**src/rtl/hold_sequencer_if.sv**
```systemverilog
// Request/response bundle between the ex/clint/rib/jtag hold sources and the hold sequencer.
// The master side raises requests; the slave side (the sequencer) returns registered controls.
interface hold_sequencer_if;
    logic        jump_req_i;
    logic [31:0] jump_addr_i;
    logic        hold_ex_i;
    logic        hold_clint_i;
    logic        hold_rib_i;
    logic        jtag_halt_req_i;
    logic        jump_flag_o;
    logic [31:0] jump_addr_o;
    logic [2:0]  hold_flag_o;
    logic        jtag_halted_o;
    logic        bus_timeout_o;

    modport master (
        output jump_req_i, jump_addr_i, hold_ex_i, hold_clint_i, hold_rib_i, jtag_halt_req_i,
        input  jump_flag_o, jump_addr_o, hold_flag_o, jtag_halted_o, bus_timeout_o
    );

    modport slave (
        input  jump_req_i, jump_addr_i, hold_ex_i, hold_clint_i, hold_rib_i, jtag_halt_req_i,
        output jump_flag_o, jump_addr_o, hold_flag_o, jtag_halted_o, bus_timeout_o
    );
endinterface

```
**src/rtl/hold_sequencer.sv**
```systemverilog
// Registered jump/hold arbiter: fixed-priority jump > ex/clint > rib > jtag, multi-cycle flush,
// jtag halt/drain handshake and rib stall watchdog. All outputs registered, 1-cycle latency.
module hold_sequencer #(
    parameter int FLUSH_CYCLES = 2,
    parameter int BUS_TIMEOUT  = 255
) (
    input  logic             clk,
    input  logic             rst,
    hold_sequencer_if.slave  bus
);
    localparam logic [2:0]  HOLD_NONE   = 3'd0;
    localparam logic [2:0]  HOLD_PC     = 3'd1;
    localparam logic [2:0]  HOLD_ID     = 3'd3;
    localparam logic [3:0]  FLUSH_LOAD  = 4'(FLUSH_CYCLES - 1);
    localparam logic [15:0] TIMEOUT_VAL = 16'(BUS_TIMEOUT);
    localparam logic [15:0] CNT_MAX     = 16'hFFFF;

    typedef enum logic [2:0] {
        S_IDLE,
        S_FLUSH,
        S_BUS_WAIT,
        S_HALTING,
        S_HALTED
    } state_t;

    state_t      state;
    logic [3:0]  flush_cnt;
    logic [15:0] bus_cnt;
    logic        jump_flag;
    logic [31:0] jump_addr;
    logic [2:0]  hold_flag;
    logic        halted;
    logic        timeout;
    logic        hold_core;

    assign hold_core = bus.hold_ex_i | bus.hold_clint_i;

    always_ff @(posedge clk or posedge rst) begin
        if (rst) begin
            state     <= S_IDLE;
            flush_cnt <= 4'd0;
            bus_cnt   <= 16'd0;
            jump_flag <= 1'b0;
            jump_addr <= 32'd0;
            hold_flag <= HOLD_NONE;
            halted    <= 1'b0;
            timeout   <= 1'b0;
        end else begin
            jump_flag <= 1'b0;
            timeout   <= 1'b0;
            // A jump pre-empts everything except a fully halted core; in HALTING it is forwarded
            if (bus.jump_req_i && state != S_HALTED) begin
                jump_flag <= 1'b1;
                jump_addr <= bus.jump_addr_i;
                flush_cnt <= FLUSH_LOAD;
                bus_cnt   <= 16'd0;
                hold_flag <= HOLD_ID;
                state     <= (state == S_HALTING) ? S_HALTING : S_FLUSH;
            end else begin
                case (state)
                    S_IDLE, S_FLUSH: begin
                        if (state == S_FLUSH && flush_cnt != 4'd0) begin
                            flush_cnt <= flush_cnt - 4'd1;
                            hold_flag <= HOLD_ID;
                        end else if (hold_core) begin
                            state     <= S_IDLE;
                            hold_flag <= HOLD_ID;
                        end else if (bus.hold_rib_i) begin
                            state     <= S_BUS_WAIT;
                            bus_cnt   <= 16'd1;
                            timeout   <= (TIMEOUT_VAL == 16'd1);
                            hold_flag <= HOLD_PC;
                        end else if (bus.jtag_halt_req_i) begin
                            state     <= S_HALTING;
                            flush_cnt <= FLUSH_LOAD;
                            hold_flag <= HOLD_ID;
                        end else begin
                            state     <= S_IDLE;
                            hold_flag <= HOLD_NONE;
                        end
                    end
                    S_BUS_WAIT: begin
                        if (!bus.hold_rib_i) begin
                            state     <= S_IDLE;
                            bus_cnt   <= 16'd0;
                            hold_flag <= hold_core ? HOLD_ID : HOLD_NONE;
                        end else begin
                            // Saturated counter must not re-fire the timeout pulse
                            if (bus_cnt != CNT_MAX) begin
                                bus_cnt <= bus_cnt + 16'd1;
                            end
                            timeout   <= (bus_cnt != CNT_MAX) && (bus_cnt + 16'd1 == TIMEOUT_VAL);
                            hold_flag <= hold_core ? HOLD_ID : HOLD_PC;
                        end
                    end
                    S_HALTING: begin
                        hold_flag <= HOLD_ID;
                        if (!bus.jtag_halt_req_i) begin
                            state     <= S_IDLE;
                            hold_flag <= HOLD_NONE;
                        end else if (flush_cnt == 4'd0) begin
                            state  <= S_HALTED;
                            halted <= 1'b1;
                        end else begin
                            flush_cnt <= flush_cnt - 4'd1;
                        end
                    end
                    S_HALTED: begin
                        if (!bus.jtag_halt_req_i) begin
                            state     <= S_IDLE;
                            halted    <= 1'b0;
                            hold_flag <= HOLD_NONE;
                        end else begin
                            hold_flag <= HOLD_ID;
                        end
                    end
                    default: begin
                        state     <= S_IDLE;
                        hold_flag <= HOLD_NONE;
                    end
                endcase
            end
        end
    end

    assign bus.jump_flag_o   = jump_flag;
    assign bus.jump_addr_o   = jump_addr;
    assign bus.hold_flag_o   = hold_flag;
    assign bus.jtag_halted_o = halted;
    assign bus.bus_timeout_o = timeout;
endmodule

```
**src/flat_wrapper.sv**
```systemverilog
// flat-port wrapper written by rule: the top's interface ports become plain ports
module hold_sequencer_flat 
#(
    parameter int FLUSH_CYCLES = 2,
    parameter int BUS_TIMEOUT  = 255
)
  (clk, rst, bus_jump_req_i, bus_jump_addr_i, bus_hold_ex_i, bus_hold_clint_i, bus_hold_rib_i, bus_jtag_halt_req_i, bus_jump_flag_o, bus_jump_addr_o, bus_hold_flag_o, bus_jtag_halted_o, bus_bus_timeout_o);
  hold_sequencer_if bus_i ();
  input  logic clk;
  input  logic rst;
  input wire logic [$bits(bus_i.jump_req_i)-1:0] bus_jump_req_i;
  input wire logic [$bits(bus_i.jump_addr_i)-1:0] bus_jump_addr_i;
  input wire logic [$bits(bus_i.hold_ex_i)-1:0] bus_hold_ex_i;
  input wire logic [$bits(bus_i.hold_clint_i)-1:0] bus_hold_clint_i;
  input wire logic [$bits(bus_i.hold_rib_i)-1:0] bus_hold_rib_i;
  input wire logic [$bits(bus_i.jtag_halt_req_i)-1:0] bus_jtag_halt_req_i;
  output wire logic [$bits(bus_i.jump_flag_o)-1:0] bus_jump_flag_o;
  output wire logic [$bits(bus_i.jump_addr_o)-1:0] bus_jump_addr_o;
  output wire logic [$bits(bus_i.hold_flag_o)-1:0] bus_hold_flag_o;
  output wire logic [$bits(bus_i.jtag_halted_o)-1:0] bus_jtag_halted_o;
  output wire logic [$bits(bus_i.bus_timeout_o)-1:0] bus_bus_timeout_o;
  assign bus_i.jump_req_i = bus_jump_req_i;
  assign bus_i.jump_addr_i = bus_jump_addr_i;
  assign bus_i.hold_ex_i = bus_hold_ex_i;
  assign bus_i.hold_clint_i = bus_hold_clint_i;
  assign bus_i.hold_rib_i = bus_hold_rib_i;
  assign bus_i.jtag_halt_req_i = bus_jtag_halt_req_i;
  assign bus_jump_flag_o = bus_i.jump_flag_o;
  assign bus_jump_addr_o = bus_i.jump_addr_o;
  assign bus_hold_flag_o = bus_i.hold_flag_o;
  assign bus_jtag_halted_o = bus_i.jtag_halted_o;
  assign bus_bus_timeout_o = bus_i.bus_timeout_o;
  hold_sequencer #(.FLUSH_CYCLES(FLUSH_CYCLES), .BUS_TIMEOUT(BUS_TIMEOUT)) u_core (.clk(clk), .rst(rst), .bus(bus_i));
endmodule
```
**config.mk**
```make
export PLATFORM = sky130hd
export DESIGN_NAME = hold_sequencer_flat
export DESIGN_NICKNAME = d
export VERILOG_FILES = /design/src/rtl/hold_sequencer_if.sv /design/src/rtl/hold_sequencer.sv /design/src/flat_wrapper.sv
export SDC_FILE = /design/constraint.sdc
export NUM_CORES = 1
export LEC_CHECK = 0
export ABC_AREA = 1
export CORE_ASPECT_RATIO = 1.25
export CORE_MARGIN = 5
export CORE_UTILIZATION = 53
export CTS_CLUSTER_SIZE = 25
export DETAILED_ROUTE_END_ITERATION = 12
export GPL_ROUTABILITY_DRIVEN = 1
export GPL_TIMING_DRIVEN = 0
export PLACE_DENSITY_LB_ADDON = 0.12
export SLEW_MARGIN = 5
export SYNTH_ARGS = -nofsm -noshare
export SYNTH_HDL_FRONTEND = slang
export SYNTH_SLANG_ARGS = --single-unit
```
**constraint.sdc**
```tcl
create_clock -name clk -period 5.5 [get_ports clk]
set_clock_uncertainty 0.1 [all_clocks]
set_input_delay 1.375 -clock clk [delete_from_list [all_inputs] [get_ports clk]]
set_output_delay 1.375 -clock clk [all_outputs]
set_load 0.02 [all_outputs]
```
==> qor.yml, run 1 <==
outcome:
  status: "finished clean"
sta:
  maxSlewViolCount: 0
  hold_viol: 0
  fin_crit_ns: 2.81
  tightest_slew_ns: 0.696
  maxSlewHeadroom_pct: 53.5
  setup_tns_ns: 0
  setup_slack_ns: 2.69
  fmax_mhz: 356
  timing.final.crit_share_pct: 51.1
  rsz0062_at_grt: "no"
  setup_viol: 0
cts:
  clk_pin_slew_worst_paths_ns: 0.07
  cts_resized: 0
  clk_latency_ns: 0.34
  cts_root_buf: "clkbuf_8"
  htreeDepth: 3
  clock-sinks: 60
  post-cts-setup-buffers: 0
  cts_tree: "built"
  cts_buffer_depth: 2
  cts-buffers-inserted: 9
  ctsHoldBuffers: 0
critical_path:
  end_kind: "output port"
  start_kind: "register"
  path_buf_inv: 1
  regToRegStartpoint: "u_core.bus_cnt[0]$_DFFE_PP0P_"
  reg2reg_slack_ns: 3.66
  cp.depth: 1
  critPathLaunch: "u_core.bus.jump_addr_o[15]$_DFFE_PP0P_"
  rr_endpoint: "u_core.bus_cnt[6]$_DFFE_PP0P_"
  slowest_delay_ns: 0.63
  ff2ff_path_depth: 9
  crit_type: "register to output port"
  critPathCapture: "bus_jump_addr_o[15]"
  critical_path.cell_chain: "clkdlybuf4s50_1"
  required_ns: 4.03
  crit_path_top_delay_cell: "clkdlybuf4s50_1"
  cp_max_fo: 2
  path_delay_family: "buffers and inverters"
  arrival_ns: 1.34
floorplanning:
  rows: 31
  io_pins: 77
  die_area_sq_um: 7430
  chipHeight_microns: 95.1
  core_sq_um: 5700
  start_util_pct: 53.9
  die_w_microns: 78.1
power_and_ir_drop:
  leakage_nw: 2.00
  vdd_drop_max_mv: 0.223
  p_per_area_nw_per_um2: 342
  total_power_mw: 1.41
global_routing:
  grt_pass1_vias: 2894
  grtUsageTotal_pct: 22.0
  grt_max_degree: 34
  grt_pass1_wl_mm: 12.8
  antenna_found_initial: 0
  overflow: 0
detailed_routing:
  drcViolationCount: 0
  avgRoutedWirePerCell_microns: 13.4
  drt_iter0_markers: 107
  wl_mm: 7.63
  drtAntennaViolNets: 0
  via_per_inst: 5.18
  drtPass1Iterations: 4
  num_vias: 2945
synth:
  synth_top_area_share_pct: 48.9
  synth.cell_area_sq_um: 3070
  ys_types: 26
  synth_nets: 454
  synth-warning-count: 0
  synth.area.top_cells: "dfrtp_1 49%, nand2_1 23%, nand3_1 4.9%"
  syn_area_per_cell_sq_um: 7.47
  seq_area_frac_synth_pct: 48.9
  async_flop_share_pct: 100
  synthFlopType: "dfrtp_1"
  netlist.top_cell.by_area: "dfrtp_1"
  synth_edf_count: 0
  synth-seq-cells: 60
  synthCells: 411
cells_and_area:
  area.growth.synth_to_final_pct: 34.4
  diodes: 0
  fin_nets: 541
  layout-drive-gt1-share_pct: 8.55
  final_util_pct: 72.4
placement:
  portBuffers: 75
  place.gp.congestion: 0.921
  dp_hpwl_mm: 5.78
  pre_cts_ws_ns: 2.41
hold_path:
  hold_class: "register to register"
flow_run:
  maxCapViolCount: 0
-- synthesized netlist by cell type (3+ instances only) --
cell type    n
inv_2        4
nor2_2       3
nand2_2      3
nor2_1      27
dfrtp_1     60
inv_1       27
o21ai_0     20
o21ai_1      8
ha_1         4
nand2_1    185
nand3_1     30
buf_6        3
nand3_2      3
nand4_1     12
buf_2        5
-- placed cells by master (no fill, tap or decap) --
cell type          n
clkinvlp_4         1
clkinv_2           2
ha_1               4
clkbuf_1           3
a21oi_1            2
clkbuf_8          11
nor2_2             3
nor3_1             1
dfrtp_1           60
and2_1             1
nand4_1           12
o21bai_1           2
conb_1             1
nor2_1            27
buf_6              3
buf_4              2
clkdlybuf4s50_1   75
nand3_2            3
or2_2              1
nand3b_1           1
buf_2              5
inv_1             26
xor2_1             2
o21ai_1            8
nand2_2            3
bufinv_16          1
nand3_1           30
o21ai_0           20
buf_12             1
inv_2              5
nor2_4             2
nand2_1          185
-- report_power, final --
| part | internal [mW] | leakage, nW | total, mW | switching [mW] |
|---|---|---|---|---|
| sequential | 0.500 | 0.757 | 0.542 | 0.0414 |
| combinational | 0.185 | 1.14 | 0.466 | 0.281 |
| clock | 0.232 | 0.102 | 0.403 | 0.171 |
-- worst min path at each step --
stage	startpoint	to	slack, ns	cells after the start
floorplan	u_core.flush_cnt[0]$_DFFE_PP0P_	u_core.flush_cnt[0]$_DFFE_PP0P_	0.39	2
global placement	u_core.bus.jump_addr_o[12]$_DFFE_PP0P_	u_core.bus.jump_addr_o[12]$_DFFE_PP0P_	0.36	2
detailed placement	u_core.bus.jump_addr_o[21]$_DFFE_PP0P_	u_core.bus.jump_addr_o[21]$_DFFE_PP0P_	0.36	2
CTS	u_core.bus.jump_addr_o[19]$_DFFE_PP0P_	u_core.bus.jump_addr_o[19]$_DFFE_PP0P_	0.38	2
global route	u_core.bus.jump_addr_o[23]$_DFFE_PP0P_	u_core.bus.jump_addr_o[23]$_DFFE_PP0P_	0.39	2
finish	u_core.bus.jump_addr_o[27]$_DFFE_PP0P_	u_core.bus.jump_addr_o[27]$_DFFE_PP0P_	0.38	2
-- stage by stage --
step	area [sq um]	std cells	hold WS, ns
after floorplan	3070	411	0.388
after global placement	3910	552	0.362
after detailed placement	3930	553	0.364
after CTS	4130	569	0.382
after global routing	4130	569	0.392
final	4130	569	0.378
-- worst min-delay path, cell delays in order (launching register included) --
cell	delay, ns
dfrtp_1	0.34
nand2_1	0.05
nand2_1	0.05
-- per-layer routing --
layer  track usage [%]  part of all wire, %  wire [microns]
met1              24.3                   40            3060
met5                 0                    0               0
met4              8.87                  1.3              97
met3              9.36                  8.0             612
met2              37.1                   51            3860
-- cells by family (layout without fill, tap and decap cells) --
family / after synthesis / count (layout) / share of synthesized area (%)
xor+xnor: 2 / 2 / 0.570
compound gates: 32 / 32 / 5.38
flops: 60 / 60 / 48.9
buf+inv: 43 / 135 / 6.44
simple gates: 269 / 269 / 37.0
fa+ha+maj: 4 / 4 / 1.63
other cells: 1 / 1 / 0.122
-- registers in the layout, indices dropped and copies added, names as in the netlist --
register                  cells
u_core.bus.jtag_halted_o      1
u_core.state                  3
u_core.bus.hold_flag_o        2
u_core.flush_cnt              4
u_core.bus.bus_timeout_o      1
u_core.bus_cnt               16
u_core.bus.jump_flag_o        1
u_core.bus.jump_addr_o       32
-- area by class of cell --
type / instances / area (sq um)
Fill cell: 438 / 1570
Sequential cell: 60 / 1500
Multi-Input combinational cell: 308 / 1370
Timing Repair Buffer: 76 / 771
Clock buffer: 12 / 155
Inverter: 31 / 116
Tap cell: 66 / 82.6
Buffer: 12 / 81.3
Clock inverter: 4 / 47.5
Power figures use the tool's default switching activity.
==> inputs of run 2 (changes only) <==
--- a/config.mk
+++ b/config.mk
@@ -8,7 +8,7 @@
 export ABC_AREA = 1
 export CORE_ASPECT_RATIO = 1.25
 export CORE_MARGIN = 5
-export CORE_UTILIZATION = 53
+export CORE_UTILIZATION = 44
 export CTS_CLUSTER_SIZE = 25
 export DETAILED_ROUTE_END_ITERATION = 12
 export GPL_ROUTABILITY_DRIVEN = 1
==> constraint.sdc (replaced) <==
create_clock -name clk -period 2.5 [get_ports clk]
set_clock_uncertainty 0.1 [all_clocks]
set_input_delay 0.625 -clock clk [delete_from_list [all_inputs] [get_ports clk]]
set_output_delay 0.625 -clock clk [all_outputs]
set_load 0.02 [all_outputs]
==> run 2 against run 1 <==
Design area rose by 0.67%; utilization decreased by 12 points; clock power grew 120%; combinational power is 120% higher; register-to-register slack worse by 3.0 ns; sequential share of layout area fell by 0.24 points; non-clock buffer count stayed put.
==> qor.yml, run 2 (synthesized netlist as in run 1, its figures left out) <==
outcome:
  status: "finished clean"
detailed_routing:
  via_per_inst: 4.92
  drtAntennaViolNets: 0
  avgRoutedWirePerCell_microns: 13.1
  num_vias: 2915
  wl_mm: 7.73
  drcViolationCount: 0
  drtPass1Iterations: 4
  drt_iter0_markers: 102
critical_path:
  start_kind: "register"
  crit_type: "register to output port"
  cp_max_fo: 2
  slowest_delay_ns: 0.63
  required_ns: 1.77
  critical_path.cell_chain: "clkdlybuf4s50_1"
  path_delay_family: "buffers and inverters"
  arrival_ns: 1.32
  path_buf_inv: 1
  end_kind: "output port"
  crit_path_top_delay_cell: "clkdlybuf4s50_1"
cells_and_area:
  final_cell_mix: "185 x nand2_1, 75 x clkdlybuf4s50_1, 60 x dfrtp_1"
  diodes: 0
  final_cells: 592
  area.growth.synth_to_final_pct: 35.3
  fin_nets: 541
  largest_reg_flops: 32
  layout-drive-gt1-share_pct: 8.57
  final_util_pct: 60.3
  fin_area_sq_um: 4160
  final_common_cell: "nand2_1"
global_routing:
  grt_pass1_vias: 2842
  antenna_found_initial: 0
  grt_max_degree: 41
  grtUsageTotal_pct: 18.4
  overflow: 0
  grt_pass1_wl_mm: 12.7
cts:
  htreeDepth: 3
  cts_root_buf: "clkbuf_8"
  post-cts-setup-buffers: 0
  clock-sinks: 60
  cts-buffers-inserted: 9
  cts_tree: "built"
  ctsHoldBuffers: 0
  clk_latency_ns: 0.33
  cts_resized: 0
  cts_buffer_depth: 2
  clk_pin_slew_worst_paths_ns: 0.07
floorplanning:
  die_w_microns: 84.7
  io_pins: 77
  start_util_pct: 44.6
  die_area_sq_um: 8760
  rows: 34
  core_sq_um: 6890
  chipHeight_microns: 103
sta:
  maxSlewViolCount: 0
  fmax_mhz: 489
  hold_viol: 0
  fin_crit_ns: 2.04
  timing.final.crit_share_pct: 81.8
  setup_viol: 0
  timing.hold.ws_ns: 0.377
  rsz0062_at_grt: "no"
power_and_ir_drop:
  total_power_mw: 3.11
  leakage_nw: 2.00
  p_per_area_nw_per_um2: 748
  vdd_drop_max_mv: 0.419
hold_path:
  hold_class: "register to register"
placement:
  portBuffers: 75
  placed_area_sq_um: 3960
  dp_hpwl_mm: 5.81
  place.gp.congestion: 0.864
  dp_cells: 577
flow_run:
  maxCapViolCount: 0
==> run 2: changes by cell type in the layout (fill, tap and decap cells not counted) <==
cell        delta
clkinv_4       +1
clkbuf_1       -1
clkinvlp_4     -1
==> run 2: power by group <==
| group | leakage, nW | total [mW] | internal [mW] | switching [mW] |
|---|---|---|---|---|
| Clock | 0.105 | 0.889 | 0.508 | 0.382 |
| Combinational | 1.14 | 1.02 | 0.408 | 0.615 |
| Sequential | 0.757 | 1.20 | 1.10 | 0.0964 |
| Total | 2.00 | 3.11 | 2.02 | 1.09 |
==> run 2: worst paths after layout <==
check	end	cells past startpoint	from	slack, ns
max	bus_jump_addr_o[5]	1	u_core.bus.jump_addr_o[5]$_DFFE_PP0P_	0.46
min	u_core.bus.jump_addr_o[15]$_DFFE_PP0P_	2	u_core.bus.jump_addr_o[15]$_DFFE_PP0P_	0.38
max reg2reg	u_core.bus_cnt[13]$_DFFE_PP0P_	10	u_core.flush_cnt[0]$_DFFE_PP0P_	0.68
min reg2reg	u_core.bus.jump_addr_o[15]$_DFFE_PP0P_	2	u_core.bus.jump_addr_o[15]$_DFFE_PP0P_	0.38
max in group asynchronous	u_core.bus_cnt[6]$_DFFE_PP0P_	3	rst	1.19
min in group asynchronous	u_core.bus.jump_addr_o[21]$_DFFE_PP0P_	2	rst	0.53
==> run 2: per-stage QoR <==
| stage | TNS [ns] | setup slack (ns) |
|---|---|---|
| 2_1_floorplan | 0 | 0.290 |
| 3_3_place_gp | -51.59 | -0.862 |
| 3_5_place_dp | 0 | 0.188 |
| 4_1_cts | 0 | 0.434 |
| 5_1_grt | 0 | 0.403 |
| 6_report | 0 | 0.456 |
==> run 2: area by class of cell <==
type	count	area, sq um
repair buffers	76	771
flip-flops and latches	60	1500
inverters	31	116
plain buffers	12	81.3
multi-input cells	308	1370
fillers	664	2740
clock inverters	4	48.8
well taps	90	113
clock buffers	11	151
==> run 2: metal layers <==
| metal | track usage [%] | up-vias | wire length, microns |
|---|---|---|---|
| li1 | - | 1470 | - |
| met1 | 20.1 | 1352 | 3080 |
| met4 | 7.92 | 0 | 199 |
| met3 | 4.99 | 17 | 458 |
| met2 | 33.8 | 76 | 3990 |
| met5 | 0 | - | 0 |
==> inputs of run 3 (changes only) <==
==> constraint.sdc (replaced) <==
create_clock -name clk -period 1.8 [get_ports clk]
set_clock_uncertainty 0.1 [all_clocks]
set_input_delay 0.45 -clock clk [delete_from_list [all_inputs] [get_ports clk]]
set_output_delay 0.45 -clock clk [all_outputs]
set_load 0.02 [all_outputs]
==> run 3 against run 2 <==
Utilization rose by 0.93 points; clock power is 39% higher; die area is the same; combinational power rose by 44%; setup slack got worse by 0.35 ns; power is 40% higher; cell count grew 1.0%; clock-buffer cell count stayed put; largest power group unchanged; highest routed layer unchanged.
==> qor.yml, run 3 (synthesized netlist as in run 1, its figures left out) <==
sta:
  tightest_slew_ns: 0.721
  maxSlewHeadroom_pct: 51.9
  maxSlewViolCount: 0
  fmax_mhz: 590
  setup_viol: 0
  fin_crit_ns: 1.70
  timing.hold.ws_ns: 0.378
  hold_viol: 0
  setup_tns_ns: 0
  rsz0062_at_grt: "no"
  timing.final.crit_share_pct: 94.2
cts:
  ctsHoldBuffers: 0
  cts_tree: "built"
  htreeDepth: 3
  clock-sinks: 60
  clk_pin_slew_worst_paths_ns: 0.07
  cts-buffers-inserted: 9
  clk_latency_ns: 0.34
  cts_root_buf: "clkbuf_8"
  cts_buffer_depth: 2
power_and_ir_drop:
  clkPwrFrac_pct: 28.4
  p_switching_mw: 1.57
  netSwitchingFraction_pct: 36.1
  comb_power_share_pct: 33.6
  p_per_area_nw_per_um2: 1030
  p_int_mw: 2.79
  vdd_drop_max_mv: 0.518
  leakage_nw: 2.12
  power_frac_seq_pct: 38.0
cells_and_area:
  diodes: 0
  layout-drive-gt1-share_pct: 12.0
  area.growth.synth_to_final_pct: 37.4
  final_cells: 598
  final_cell_mix: "183 x nand2_1, 60 x dfrtp_1, 37 x clkdlybuf4s50_1, 37 x dlygate4sd2_1, 29 x nand3_1"
  final_common_cell: "nand2_1"
  fin_nets: 547
  largest_reg_flops: 32
  fill_cells: 652
  fin_area_sq_um: 4220
  final_util_pct: 61.2
critical_path:
  cp_max_fo: 7
  required_ns: 1.96
  start_kind: "register"
  arrival_ns: 1.86
  end_kind: "register"
  crit_type: "register to register"
  critPathLaunch: "u_core.bus_cnt[0]$_DFFE_PP0P_"
  regToRegStartpoint: "u_core.bus_cnt[0]$_DFFE_PP0P_"
flow_run:
  maxCapViolCount: 0
placement:
  portBuffers: 75
  placed_area_sq_um: 3940
  dp_hpwl_mm: 5.60
  place.gp.congestion: 0.844
  dp_cells: 576
detailed_routing:
  drt_iter0_markers: 127
  avgRoutedWirePerCell_microns: 12.9
  via_per_inst: 4.93
  drtPass1Iterations: 5
  num_vias: 2949
  wl_mm: 7.70
  drcViolationCount: 0
  drtAntennaViolNets: 0
global_routing:
  antenna_found_initial: 0
  grt_pass1_wl_mm: 12.8
  grt_max_degree: 61
  grt_pass1_vias: 2840
  overflow: 0
  grtUsageTotal_pct: 18.3
hold_path:
  hold_class: "register to register"
  hp-start: "u_core.bus.jump_addr_o[13]$_DFFE_PP0P_"
floorplanning:
  chipHeight_microns: 103
  core_sq_um: 6890
  die_area_sq_um: 8760
  rows: 34
  die_w_microns: 84.7
  start_util_pct: 44.6
  io_pins: 77
outcome:
  status: "finished clean"
-- run 3: path summary, 6_finish.rpt --
check | slack, ns | endpoint | cells after the start
max in group asynchronous | 0.56 | u_core.bus.jump_addr_o[20]$_DFFE_PP0P_ | 3
worst min register to register | 0.38 | u_core.bus.jump_addr_o[13]$_DFFE_PP0P_ | 2
worst max-delay path | 0.10 | u_core.bus.bus_timeout_o$_DFF_PP0_ | 9
worst max register to register | 0.10 | u_core.bus.bus_timeout_o$_DFF_PP0_ | 9
min in group asynchronous | 0.47 | u_core.bus_cnt[9]$_DFFE_PP0P_ | 2
worst min-delay path | 0.38 | u_core.bus.jump_addr_o[13]$_DFFE_PP0P_ | 2
-- run 3: layer usage --
layer / track usage [%] / up-vias / wire length (microns)
met2: 30.7 / 81 / 3780
met1: 20.9 / 1358 / 3130
li1: - / 1491 / -
met3: 6.89 / 19 / 591
met5: 0 / - / 0
met4: 8.40 / 0 / 192
-- run 3: repair_timing --
item / 4_1_cts / 5_1_grt
pin swaps: 1 / 3
buffers inserted: 2 / 4
resized for setup: 37 / 22
endpoints found under the setup margin: 44 / 23
-- run 3: final cells by class --
class,count,area (sq um),share of cell area [%]
flip-flops and latches,60,1500,35.6
multi-input cells,308,1430,33.8
repair buffers,82,772,18.3
clock buffers,11,151,3.59
inverters,31,120,2.85
well taps,90,113,2.67
plain buffers,12,85.1,2.02
clock inverters,4,48.8,1.16
-- run 3: critical path: stages (launching register included) --
cell     delay, ns
dfrtp_1       0.43
buf_4         0.15
inv_1         0.05
nor2_2        0.26
nand2_1       0.16
nor2_1        0.12
nand2_1       0.07
nand2_1       0.08
nand3_1       0.09
nor2_1        0.12
-- run 3: metrics by stage --
step                setup WS, ns  power [mW]
floorplan                  0.246        2.55
global placement          -0.337        3.07
detailed placement        -0.338        3.10
CTS                      0.00691        4.27
global route             0.00281        4.64
finish                     0.104        4.36
-- run 3: power by group through the flow --
| stage | Combinational, mW | Sequential [mW] | Clock, mW |
|---|---|---|---|
| after floorplan | 0.764 | 1.79 | 0 |
| after global placement | 1.40 | 1.68 | 0 |
| after detailed placement | 1.43 | 1.67 | 0 |
| after CTS | 1.35 | 1.65 | 1.27 |
| after global routing | 1.64 | 1.68 | 1.32 |
| final | 1.47 | 1.66 | 1.24 |
